$ cat src/rtl/react_timer_ctrl_pkg.sv
// react_timer_ctrl_pkg: shared game-state encodings and LFSR constants for the reaction timer
package react_timer_ctrl_pkg;
  typedef enum logic [2:0] {
    ST_IDLE     = 3'd0,
    ST_WAIT     = 3'd1,
    ST_CLR_CNT1 = 3'd2,
    ST_START    = 3'd3,
    ST_STORAGE  = 3'd4,
    ST_CLR_CNT2 = 3'd5,
    ST_AVERAGE  = 3'd6,
    ST_COMPARE  = 3'd7
  } game_state_e;
  localparam logic [15:0] LFSR_SEED = 16'hACE1;
  // Right-shifting Fibonacci form of x^16+x^14+x^13+x^11+1: feedback from bits 0,2,3,5.
  localparam logic [15:0] LFSR_TAPS = 16'h002D;
  function automatic logic [15:0] lfsr_next(input logic [15:0] s);
    return {^(s & LFSR_TAPS), s[15:1]};
  endfunction
endpackage

$ cat src/rtl/react_timer_ctrl_ms_tick_gen.sv
// ms_tick_gen: millisecond prescaler with synchronous clear/hold
//   clk, rstn : clock, async active-low reset
//   clr_i     : forces the prescaler to 0 on the next edge (held while asserted)
//   tick_o    : high in the last cycle of each TICK_DIV-cycle period
module ms_tick_gen
  import react_timer_ctrl_pkg::*;
#(
  parameter int TICK_DIV = 50000
) (
  input  logic clk,
  input  logic rstn,
  input  logic clr_i,
  output logic tick_o
);
  localparam int PW = $clog2(TICK_DIV);
  logic [PW-1:0] presc_q, presc_d;
  assign tick_o  = presc_q == PW'(TICK_DIV - 1);
  assign presc_d = (clr_i || tick_o) ? '0 : presc_q + 1'b1;
  always_ff @(posedge clk or negedge rstn)
    if (!rstn) presc_q <= '0;
    else       presc_q <= presc_d;
endmodule

$ cat src/rtl/react_timer_ctrl.sv
// react_timer_ctrl: timing sequencer producing delay/clear/overflow handshakes for the reaction game
//   clk, rstn     : clock, async active-low reset
//   machine_state : current game state (game_state_e encoding)
//   sig_start     : one-cycle pulse, random pre-start delay expired
//   sig_cleared   : one-cycle pulse, measurement counter cleared
//   sig_overflow  : one-cycle pulse, react_time reached MAX_REACT_MS
//   react_time    : measured reaction time in ms
//   go_led        : high while in START (registered)
//   tick_1ms      : prescaler tick
module react_timer_ctrl
  import react_timer_ctrl_pkg::*;
#(
  parameter int TICK_DIV        = 50000,
  parameter int MIN_DELAY_MS    = 1000,
  parameter int DELAY_RAND_BITS = 11,
  parameter int MAX_REACT_MS    = 999
) (
  input  logic        clk,
  input  logic        rstn,
  input  logic [2:0]  machine_state,
  output logic        sig_start,
  output logic        sig_cleared,
  output logic        sig_overflow,
  output logic [15:0] react_time,
  output logic        go_led,
  output logic        tick_1ms
);
  localparam int DW = DELAY_RAND_BITS + 11;
  // Mask form keeps DELAY_RAND_BITS = 0 legal (no zero-width slice).
  localparam logic [15:0] RAND_MASK = 16'((32'd1 << DELAY_RAND_BITS) - 32'd1);
  game_state_e st, prev_q;
  logic [15:0] lfsr_q, lfsr_d, react_q, react_d;
  logic [DW-1:0] delay_q, delay_d, delay_load;
  logic start_q, start_d, clr_q, clr_d, ovf_q, ovf_d, go_q, go_d;
  logic entry, is_clr, tick, react_inc;
  assign st         = game_state_e'(machine_state);
  assign entry      = st != prev_q;
  assign is_clr     = st == ST_CLR_CNT1 || st == ST_CLR_CNT2;
  assign lfsr_d     = lfsr_next(lfsr_q);
  assign delay_load = DW'(MIN_DELAY_MS) + DW'(lfsr_q & RAND_MASK);
  ms_tick_gen #(.TICK_DIV(TICK_DIV)) u_tick (
    .clk   (clk),
    .rstn  (rstn),
    .clr_i ((st == ST_WAIT && entry) || is_clr),
    .tick_o(tick)
  );
  // Leaving WAIT discards any pending delay; re-entry always reloads.
  assign delay_d   = st != ST_WAIT ? '0 :
                     entry ? delay_load :
                     (tick && delay_q != '0) ? delay_q - 1'b1 : delay_q;
  assign start_d   = st == ST_WAIT && !entry && tick && delay_q == DW'(1);
  assign clr_d     = is_clr && entry;
  assign react_inc = st == ST_START && tick && react_q < 16'(MAX_REACT_MS);
  assign react_d   = (st == ST_IDLE || clr_d) ? '0 : react_inc ? react_q + 1'b1 : react_q;
  assign ovf_d     = react_inc && react_q == 16'(MAX_REACT_MS - 1);
  assign go_d      = st == ST_START;
  always_ff @(posedge clk or negedge rstn)
    if (!rstn) begin
      prev_q  <= ST_IDLE;
      lfsr_q  <= LFSR_SEED;
      delay_q <= '0;
      react_q <= '0;
      start_q <= 1'b0;
      clr_q   <= 1'b0;
      ovf_q   <= 1'b0;
      go_q    <= 1'b0;
    end else begin
      prev_q  <= st;
      lfsr_q  <= lfsr_d;
      delay_q <= delay_d;
      react_q <= react_d;
      start_q <= start_d;
      clr_q   <= clr_d;
      ovf_q   <= ovf_d;
      go_q    <= go_d;
    end
  assign sig_start    = start_q;
  assign sig_cleared  = clr_q;
  assign sig_overflow = ovf_q;
  assign react_time   = react_q;
  assign go_led       = go_q;
  assign tick_1ms     = tick;
endmodule

$ cat config.mk
export PLATFORM = sky130hd
export DESIGN_NAME = react_timer_ctrl
export DESIGN_NICKNAME = d
export VERILOG_FILES = /design/src/rtl/react_timer_ctrl_pkg.sv /design/src/rtl/react_timer_ctrl_ms_tick_gen.sv /design/src/rtl/react_timer_ctrl.sv
export SDC_FILE = /design/constraint.sdc
export NUM_CORES = 1
export LEC_CHECK = 0
export BUFFER_PORTS_ARGS = -buffer_cell sky130_fd_sc_hd__buf_2
export CORE_ASPECT_RATIO = 0.8
export CORE_MARGIN = 2
export CORE_UTILIZATION = 54
export CTS_CLUSTER_DIAMETER = 60
export DETAILED_ROUTE_END_ITERATION = 10
export PLACE_DENSITY = 0.76
export REMOVE_ABC_BUFFERS = 1
export SYNTH_ARGS = -nofsm -noshare
export SYNTH_HDL_FRONTEND = slang
export SYNTH_SLANG_ARGS = --single-unit
$ cat constraint.sdc
create_clock -name clk -period 2 [get_ports clk]
set_input_delay 0.4 -clock clk [delete_from_list [all_inputs] [get_ports clk]]
set_output_delay 0.4 -clock clk [all_outputs]
set_load 0.1 [all_outputs]
==> metrics.yaml <==
sta:
  slew_viol_final: 0
  hold_viol: 0
  setup_ws_ns: -0.1463
  setup_violations: 20
  rsz0062_at_grt: "true"
  slew_headroom_pct: 65.58
  worst_pin_slew_ns: 0.5091
  skew_ns: 0.008644
  clock.fmax_mhz: 465.9
  period_needed_ns: 2.146
  period_share_pct: 107.3
  tns_ns: -1.105
layout:
  postLayoutCoreUtil_pct: 74.95
  nFillCells: 410
  diodes: 0
  area_growth_pct: 32.08
  nets: 466
  drive_gt1_share_pct: 32.39
  final_area_sq_um: 4852
critical_path:
  critPathCaptureType: "flop"
  cp.required_ns: 2.24
  worstPathArrival_ns: 2.39
  critical_path_class: "reg2reg"
  start_kind: "flop"
  critPathMaxFanout: 5
die:
  die_y_um: 77.77
  start_util_pct: 56.75
  fp-row-count: 26
  die_x_um: 96.22
  boundaryPins: 26
  core_area_sq_um: 6474
  die-area_sq_um: 7483
pwr:
  p_comb_share_pct: 11.7
  total_power_w: 0.003191
  peakVddDrop_v: 0.0005000
  seqPwrFrac_pct: 51.0
  powerDensity_nw_per_um2: 657.6
  p_switching_w: 0.0008289
  sw_frac_of_total_pct: 25.98
  power_leakage_nw: 2.272
  internal_power_w: 0.002362
  clkPwrFrac_pct: 37.3
cts:
  cts_sinks: 77
  clock_latency_ns: 0.36
  cts_max_level: 3
  cts_root_buffer: "clkbuf_8"
  ctsLongestPathBuffers: 2
  cts_buffers: 9
  tritoncts: "built"
  clk_pin_slew_worst_paths_ns: 0.08
synthesis:
  synthFlopType: "dfrtp_1"
  avgSynthCellArea_sq_um: 10.29
  postSynthCellCount: 357
  async_reset_ff_share_pct: 100.0
  synth.area.top_cells: "dfrtp_1, nor2_1, dfstp_2, xnor2_1, xor2_1"
  yosys.cell_types.count: 48
  synth_top_area_cell: "dfrtp_1"
  synth_warnings: 0
  synth_edf_count: 0
  netlist_area_sq_um: 3674
  ys_ff_latch: 77
  yosys.area.top_type_share_pct: 47.00
  ys_seq_area_share_pct: 52.72
route:
  drt-wirelength-per-cell_um: 17.24
  drt_iter0_markers: 198
  drc: 0
  ant_nets: 0
  first_pass_iters: 5
  via_per_inst: 5.796
  wirelength_mm: 9.377
  dr_total_vias: 3153
placed_design:
  hpwl_mm: 6.165
  port_buffers: 25
  dp_slack_ns: -0.1531
  placed_cell_area_sq_um: 4380
  routabilityCongestion: 0.9220
global_route:
  grt_max_degree: 41
  grtUsageTotal_pct: 27.42
  grt_pass1_vias: 3264
  antenna_found_initial: 0
  grt.overflow.total: 0
  grt_pass1_wl_mm: 15.66
hold_path:
  hold_class: "in2reg"
run:
  cap_violations: 0
run_status:
  violations: "negative setup slack"
  status: "complete, but fails checks"
-- cell usage in the layout, fill, tap and decap left out, types with 5 or more instances in the layout --
master | netlist | routed
a21oi_1 | 9 | 6
and2_1 | 7 | 6
and3_1 | 6 | 6
buf_2 | 0 | 23
buf_4 | 0 | 62
buf_6 | 1 | 5
clkbuf_8 | 0 | 10
dfrtp_1 | 69 | 69
dfstp_2 | 8 | 8
ha_1 | 6 | 5
inv_1 | 8 | 7
nand2_1 | 29 | 27
nand3_1 | 20 | 18
nor2_1 | 58 | 57
nor3_1 | 9 | 7
o21ai_0 | 17 | 12
o21ai_1 | 1 | 6
xnor2_1 | 23 | 23
xor2_1 | 18 | 18
-- through the flow --
| stage | instances | hold WS, ns |
|---|---|---|
| 6_report | 544 | 0.2642 |
| 5_1_grt | 544 | 0.2540 |
| 4_1_cts | 543 | 0.2486 |
| 3_5_place_dp | 523 | 0.2950 |
| 3_3_place_gp | 523 | 0.2931 |
| 2_1_floorplan | 350 | 0.1044 |
-- path summary, 6_finish.rpt --
path | startpoint | to | slack [ns] | cells past startpoint
max | u_tick.presc_q[5] | react_time[7] | -0.15 | 6
min | machine_state[2] | go_led | 0.26 | 2
max reg2reg | u_tick.presc_q[5] | react_time[7] | -0.15 | 6
min reg2reg | lfsr_q[12] | lfsr_q[11] | 0.36 | 0
max in group asynchronous | rstn | lfsr_q[0] | 0.93 | 3
min in group asynchronous | rstn | delay_q[11] | 0.46 | 2
-- what timing repair did --
action | in CTS | in global routing
setup buffers | 2 | 1
endpoints found under the setup margin | 25 | 31
hold buffers | 1 | 0
pin swaps | 15 | 12
cloned | 1 | 0
gates resized for setup | 28 | 22
hold endpoints to repair | 17 | 0
-- power groups by stage --
stage / Sequential, W / Clock, W / Combinational (W)
4_1_cts: 0.00163 / 0.00122 / 0.000358
3_3_place_gp: 0.00165 / 0 / 0.000322
5_1_grt: 0.00163 / 0.00127 / 0.000406
6_report: 0.00163 / 0.00119 / 0.000374
3_5_place_dp: 0.00165 / 0 / 0.000334
2_1_floorplan: 0.00167 / 0 / 0.000128
-- per-layer routing --
metal	routed length, um	vias to the layer above	global-route usage (%)
li1	-	1451	-
met4	174	0	8.000
met2	4512	121	41.81
met5	0	-	0
met3	519	23	6.990
met1	4170	1558	38.77
-- layout make-up --
type	count	area [sq um]	area share, %
flip-flops and latches	77	1937	39.92
multi-input cells	266	1889	38.94
repair buffers	93	686.9	14.16
clock buffers	11	141.4	2.914
well taps	84	105.1	2.166
clock inverters	5	60.06	1.238
inverters	8	32.53	0.6704
-- critical path, cell delays in order (launching register included) --
cell	delay, ns
dfrtp_1	0.41
nor4b_4	0.34
nand4b_4	0.17
or4b_4	0.56
nor4_4	0.35
xnor2_1	0.15
nor2_1	0.06
-- cell families (layout without fill, tap and decap cells) --
logic type                 after synthesis  in the layout  synth area share [%]
xor gates and xnor gates                41             41                 9.775
adders and majority gates                6              6                 2.044
and+or+nand+nor                        171            172                 25.14
buffers and inverters                   15            117                 1.737
AOI/OAI and AO/OA                       47             47                 8.583
DFF                                     77             77                 52.72
-- state kept, by name, indices dropped and copies added, names as in the netlist, 3 cells and up --
name / flops
delay_q: 22
lfsr_q: 16
react_time: 16
u_tick.presc_q: 16
prev_q: 3
-- synth_stat cells, drive strengths merged, types with 2 or more instances --
master	n
nand3b	4
nand2b	3
nor2b	4
nor3	11
nand3	20
dfrtp	69
a32o	4
and4bb	2
o311ai	2
clkbuf	6
nand4b	2
and4	3
and3	6
nand2	29
inv	8
or4	3
and2	7
xnor2	23
or3	3
a31oi	3
nor4	6
nand4	3
dfstp	8
ha	6
nor3b	2
nor2	58
a21oi	9
xor2	18
a211oi	2
o21ai	18
nor4b	3
Power figures use the tool's default switching activity.
